===== src/rtl/alu_seq_ctrl.sv =====
// alu_seq_ctrl: drives a shared single-cycle alu to run unsigned multiply
// by repeated ADD and unsigned divide by repeated SUBS.
// Ports:
//   clk, rst         rising-edge clock, async active-high reset
//   i_start/o_ready  command request, accepted only while o_ready=1
//   i_op             0=MUL, 1=DIV
//   i_a, i_b         operands, sampled on the accept edge
//   o_done           one-cycle pulse, results valid
//   o_result, o_rem  product/quotient and remainder (0 for MUL)
//   o_ovf, o_err     MUL overflow, divide by zero
//   o_alu_a/b/sltr   alu operands and operation select
//   i_alu_val        alu result
// Optional macro ALU_SEQ_MUL_SWAP_EN: MUL iterates min(a,b) times.

package pkg_system_mdr;
    typedef logic [7:0] data_t;
    typedef enum logic [1:0] {
        NULL = 2'd0,
        ADD  = 2'd1,
        SUBS = 2'd2
    } op_t;
endpackage

module alu_seq_ctrl
    import pkg_system_mdr::*;
#(
    parameter int DW = 8
) (
    input  logic          clk,
    input  logic          rst,
    input  logic          i_start,
    input  logic          i_op,
    input  logic [DW-1:0] i_a,
    input  logic [DW-1:0] i_b,
    output logic          o_ready,
    output logic          o_done,
    output logic [DW-1:0] o_result,
    output logic [DW-1:0] o_rem,
    output logic          o_ovf,
    output logic          o_err,
    output logic [DW-1:0] o_alu_a,
    output logic [DW-1:0] o_alu_b,
    output op_t           o_alu_sltr,
    input  logic [DW-1:0] i_alu_val
);

    typedef enum logic [1:0] {
        IDLE = 2'd0,
        RUN  = 2'd1,
        DONE = 2'd2
    } state_t;

    localparam logic [DW-1:0] ONE = {{(DW-1){1'b0}}, 1'b1};

    state_t        state_q, state_d;
    logic [DW-1:0] acc_q, acc_d;
    logic [DW-1:0] cnt_q, cnt_d;
    // Holds the addend for MUL and the divisor for DIV.
    logic [DW-1:0] opnd_q, opnd_d;
    logic [DW-1:0] limit_q, limit_d;
    logic          op_q, op_d;
    logic          done_q, done_d;
    logic [DW-1:0] result_q, result_d;
    logic [DW-1:0] rem_q, rem_d;
    logic          ovf_q, ovf_d;
    logic          err_q, err_d;

    always_ff @(posedge clk or posedge rst) begin
        if (rst) begin
            state_q  <= IDLE;
            acc_q    <= '0;
            cnt_q    <= '0;
            opnd_q   <= '0;
            limit_q  <= '0;
            op_q     <= 1'b0;
            done_q   <= 1'b0;
            result_q <= '0;
            rem_q    <= '0;
            ovf_q    <= 1'b0;
            err_q    <= 1'b0;
        end else begin
            state_q  <= state_d;
            acc_q    <= acc_d;
            cnt_q    <= cnt_d;
            opnd_q   <= opnd_d;
            limit_q  <= limit_d;
            op_q     <= op_d;
            done_q   <= done_d;
            result_q <= result_d;
            rem_q    <= rem_d;
            ovf_q    <= ovf_d;
            err_q    <= err_d;
        end
    end

    always_comb begin
        state_d    = state_q;
        acc_d      = acc_q;
        cnt_d      = cnt_q;
        opnd_d     = opnd_q;
        limit_d    = limit_q;
        op_d       = op_q;
        done_d     = 1'b0;
        result_d   = result_q;
        rem_d      = rem_q;
        ovf_d      = ovf_q;
        err_d      = err_q;
        o_alu_sltr = NULL;
        o_alu_a    = acc_q;
        o_alu_b    = '0;

        unique case (state_q)
            IDLE: begin
                if (i_start) begin
                    op_d  = i_op;
                    ovf_d = 1'b0;
                    err_d = 1'b0;
                    cnt_d = '0;
                    if (!i_op) begin
                        acc_d   = '0;
`ifdef ALU_SEQ_MUL_SWAP_EN
                        // Fewer iterations when the smaller operand counts.
                        limit_d = (i_a < i_b) ? i_a : i_b;
                        opnd_d  = (i_a < i_b) ? i_b : i_a;
`else
                        limit_d = i_b;
                        opnd_d  = i_a;
`endif
                        state_d = RUN;
                    end else if (i_b != '0) begin
                        acc_d   = i_a;
                        opnd_d  = i_b;
                        state_d = RUN;
                    end else begin
                        err_d    = 1'b1;
                        result_d = '1;
                        rem_d    = i_a;
                        state_d  = DONE;
                    end
                end
            end
            RUN: begin
                if (!op_q) begin
                    if (cnt_q == limit_q) begin
                        result_d = acc_q;
                        rem_d    = '0;
                        state_d  = DONE;
                    end else begin
                        o_alu_sltr = ADD;
                        o_alu_b    = opnd_q;
                        acc_d      = i_alu_val;
                        cnt_d      = cnt_q + ONE;
                        // A smaller sum means the add wrapped.
                        if (i_alu_val < acc_q) ovf_d = 1'b1;
                    end
                end else begin
                    if (acc_q < opnd_q) begin
                        result_d = cnt_q;
                        rem_d    = acc_q;
                        state_d  = DONE;
                    end else begin
                        o_alu_sltr = SUBS;
                        o_alu_b    = opnd_q;
                        acc_d      = i_alu_val;
                        cnt_d      = cnt_q + ONE;
                    end
                end
            end
            DONE: begin
                done_d  = 1'b1;
                state_d = IDLE;
            end
            default: state_d = IDLE;
        endcase
    end

    assign o_ready  = (state_q == IDLE);
    assign o_done   = done_q;
    assign o_result = result_q;
    assign o_rem    = rem_q;
    assign o_ovf    = ovf_q;
    assign o_err    = err_q;

endmodule


===== config.mk =====
export PLATFORM = sky130hd
export DESIGN_NAME = alu_seq_ctrl
export DESIGN_NICKNAME = d
export VERILOG_FILES = /design/src/rtl/alu_seq_ctrl.sv
export SDC_FILE = /design/constraint.sdc
export NUM_CORES = 1
export LEC_CHECK = 0
export CORE_UTILIZATION = 40
export CTS_CLUSTER_SIZE = 24
export DETAILED_ROUTE_END_ITERATION = 7
export PLACE_DENSITY = 0.71
export SLEW_MARGIN = 20
export SYNTH_ARGS = -nofsm -noshare
export SYNTH_HDL_FRONTEND = slang
export SYNTH_SLANG_ARGS = --single-unit

===== constraint.sdc =====
create_clock -name clk -period 2.6 [get_ports clk]
set_input_delay 0.26 -clock clk [delete_from_list [all_inputs] [get_ports clk]]
set_output_delay 0.26 -clock clk [all_outputs]
set_load 0.02 [all_outputs]

==> metrics.md <==
| Metric | Value |
|---|---|
| Final Power | 5.321 mW |
| X dimension of the die | 90.43 um |
| Most frequent cells in the layout | clkdlybuf4s50_1 (55), dfrtp_1 (53), buf_4 (28) |
| Hold buffer count at CTS | 0 |
| CTS root buffer | clkbuf_8 |
| Routed Antenna Nets | 0 |
| Htree depth | 2 |
| Worst slew pin tran | 0.6021 ns |
| Worst Setup Path Type | reg -> out |
| DR WL/cell | 17.30 um |
| Synth Flop Type | dfrtp_1 |
| Fin cells | 496 |
| Seq/Total Area, Yosys | 43.20% |
| MaxCap Viol Count | 0 |
| Leakage | 1.968 nW |
| Die height | 90.43 um |
| Synth-to-Final Area Change | 33.20% |
| #FFs+latches synth | 54 |
| Placed Cells | 485 |
| Yosys synthesis warning count | 0 |
| Starting DRT DRC Count | 170 |
| First-pass GRT wire length | 13.63 mm |
| Share of synthesized flip-flops with an asynchronous set or reset | 100.0% |
| Relative slew margins | 59.80% |
| Dpl hpwl | 6.593 mm |
| Most area-consuming cells after synthesis | dfrtp_1 (43%), mux2i_1 (8.0%), ha_1 (6.0%) |
| WP data required | 2.34 ns |
| Fill count | 646 |
| Slew Limit Fails | 0 |
| Worst-path clk slew | 0.10 ns |
| Site Rows | 31 |
| Via density | 5.381 |
| CP Capture Type | primary output |
| Share of layout cells above drive strength 1 | 20.40% |
| Setup WS pre-CTS | 0.04495 ns |
| Highest Signal Layer | met4 |
| Syn nets | 353 |
| Syn avg cell area | 10.09 um^2 |
| Largest net degree at the start of global routing | 34 |
| Total number of vias | 2,669 |
| Total GRT Usage | 21.80% |
| Final hold viol count | 0 |
| Post-route design area | 4167 um^2 |
| Peak VDD IR | 572.4 uV |
| FMAX | 401.8 MHz |
| DIE AREA | 8178 um^2 |
| Worst-Skew Late Latency | 0.32 ns |
| Met3 Wirelength | 617 um |
| Met2 wire length | 4.061 mm |
| GP Congestion | 0.8701 |
| DRT met1 WL | 3.819 mm |
| Commonest non-fill, non-tap cell in the layout | clkdlybuf4s50_1 |
| Setup WS post-layout | 0.1110 ns |
| Number of synthesized flops with an enable pin | 0 |
| Congestion Overflow GR | 0 |
| Port bufs | 65 |
| Final period utilization | 95.73% |
| Pre-antenna DRT Iters | 4 |
| Placement Cell Area | 4050 um^2 |
| Most area-hungry cell type in the Yosys netlist | dfrtp_1 |
| PwrDens | 1277 nW/um^2 |
| Clk_skew | 0.01279 ns |
| Hold crit path type | in -> async |
| WP data arrival | 2.23 ns |
| Io pins | 66 |
| CTS Sinks | 54 |
| CTS tree | yes |
| Post-Synthesis Cells | 310 |
| WL final | 8.579 mm |
| Outcome | completed |
| Post-layout min period | 2.489 ns |
| Clk buf depth | 2 |
| Starting Density | 42.22% |
| Top-area cell type share of the netlist area | 43.20% |
| Antenna cell count | 0 |
| Final setup vio count | 0 |
| Startpoint Class | register |
| Synth cell types | 47 |
| Total CTS buffers | 5 |
| Initial antenna violation count | 0 |
| Vias in the first global route | 2,523 |
| RSZ-0062 raised after global routing | yes |
| Residual DRC | 0 |
| Mapped Area | 3128 um^2 |
| Final #Nets | 439 |
| Fin util | 56.24% |
| Crit Path Max Fanout | 3 |
| Core box area | 7408 um^2 |
## flip-flops by register name, indices dropped and copies added (netlist names)
signal / flops
opnd_q: 8
op_q: 1
o_rem: 8
o_done: 1
o_alu_a: 8
o_result: 8
o_ovf: 1
cnt_q: 8
limit_q: 8
state_q: 2
o_err: 1
## report_power, final
part	internal (mW)	leakage (nW)	switching, mW	total, mW
logic	1.53	1.27	1.78	3.31
registers	1.23	0.654	0.270	1.50
clock network	0.220	0.0478	0.295	0.515
## logic make-up (layout without fill, tap and decap cells)
logic type | count (synthesis) | count (layout) | synth area share, %
xor+xnor | 8 | 8 | 2.240
compound gates | 55 | 55 | 14.20
fa+ha+maj | 15 | 15 | 6.000
simple gates | 108 | 108 | 17.80
flops | 54 | 54 | 43.20
mux | 36 | 36 | 11.96
buf+inv | 34 | 121 | 4.600
## cells in the mapped netlist, types with 2 or more instances
master and count:
mux2i_1 25, a21oi_2 3, nor2_2 2, clkbuf_1 8
dfrtp_1 54, o21a_1 2, nand2_1 21, inv_1 19
ha_1 15, xor2_1 8, a211oi_2 5, nor2_1 22
and3_1 11, a211o_1 2, a21oi_1 27, mux2_2 10
nand2b_1 2, and2_1 2, nor2b_1 4, a211oi_1 4
nor3_1 27, buf_2 4, nand3_1 7, nor4_1 3
## timing repair
action,in CTS,in global routing
pin swaps,2,6
endpoints found under the setup margin,10,10
gates resized for setup,30,21
setup buffers,2,1
## worst paths after layout
path	start	end	slack, ns	depth (start not counted)
worst min register to register	state_q[0]$_DFFE_PP0P_	o_done$_DFF_PP0_	0.50	1
max in group asynchronous	rst	o_alu_a[2]$_DFFE_PP0P_	1.71	3
min in group clk	state_q[0]$_DFFE_PP0P_	o_done$_DFF_PP0_	0.50	1
worst max register to register	opnd_q[1]$_DFFE_PP0P_	o_alu_a[0]$_DFFE_PP0P_	0.17	9
worst min-delay path	rst	o_result[2]$_DFFE_PP0P_	0.32	2
worst max-delay path	o_alu_a[2]$_DFFE_PP0P_	o_alu_sltr[1]	0.11	8
## per-stage QoR
step,TNS [ns],hold slack (ns)
floorplan,0,0.3467
CTS,-0.007623,0.3357
global placement,0,0.4781
finish,0,0.3232
detailed placement,0,0.4904
global route,-0.06171,0.3528
## per-layer routing
metal  track usage, %  up-vias
li1                 -     1276
met1            30.95     1287
met2            34.41       97
met3            3.535        9
met4            6.048        0
met5                0        -
## worst max-delay path, cell delays in order (launching register included)
cell     delay (ns)
dfrtp_1        0.44
ha_4           0.28
o21a_1         0.11
nor2_2         0.05
o41ai_4        0.38
buf_4          0.20
buf_4          0.13
and3_1         0.16
buf_2          0.17
## cell type report
type                       count  area, um^2  share of cell area (%)
multi-input combinational    222        1667                   40.00
clock inverter                 2       16.27                  0.3904
clock buffer                   6       82.58                   1.982
sequential                    54        1353                   32.46
timing repair buffer          94       853.3                   20.48
tap                           99       123.9                   2.973
inverter                      19       71.32                   1.712
Power figures use the tool's default switching activity.
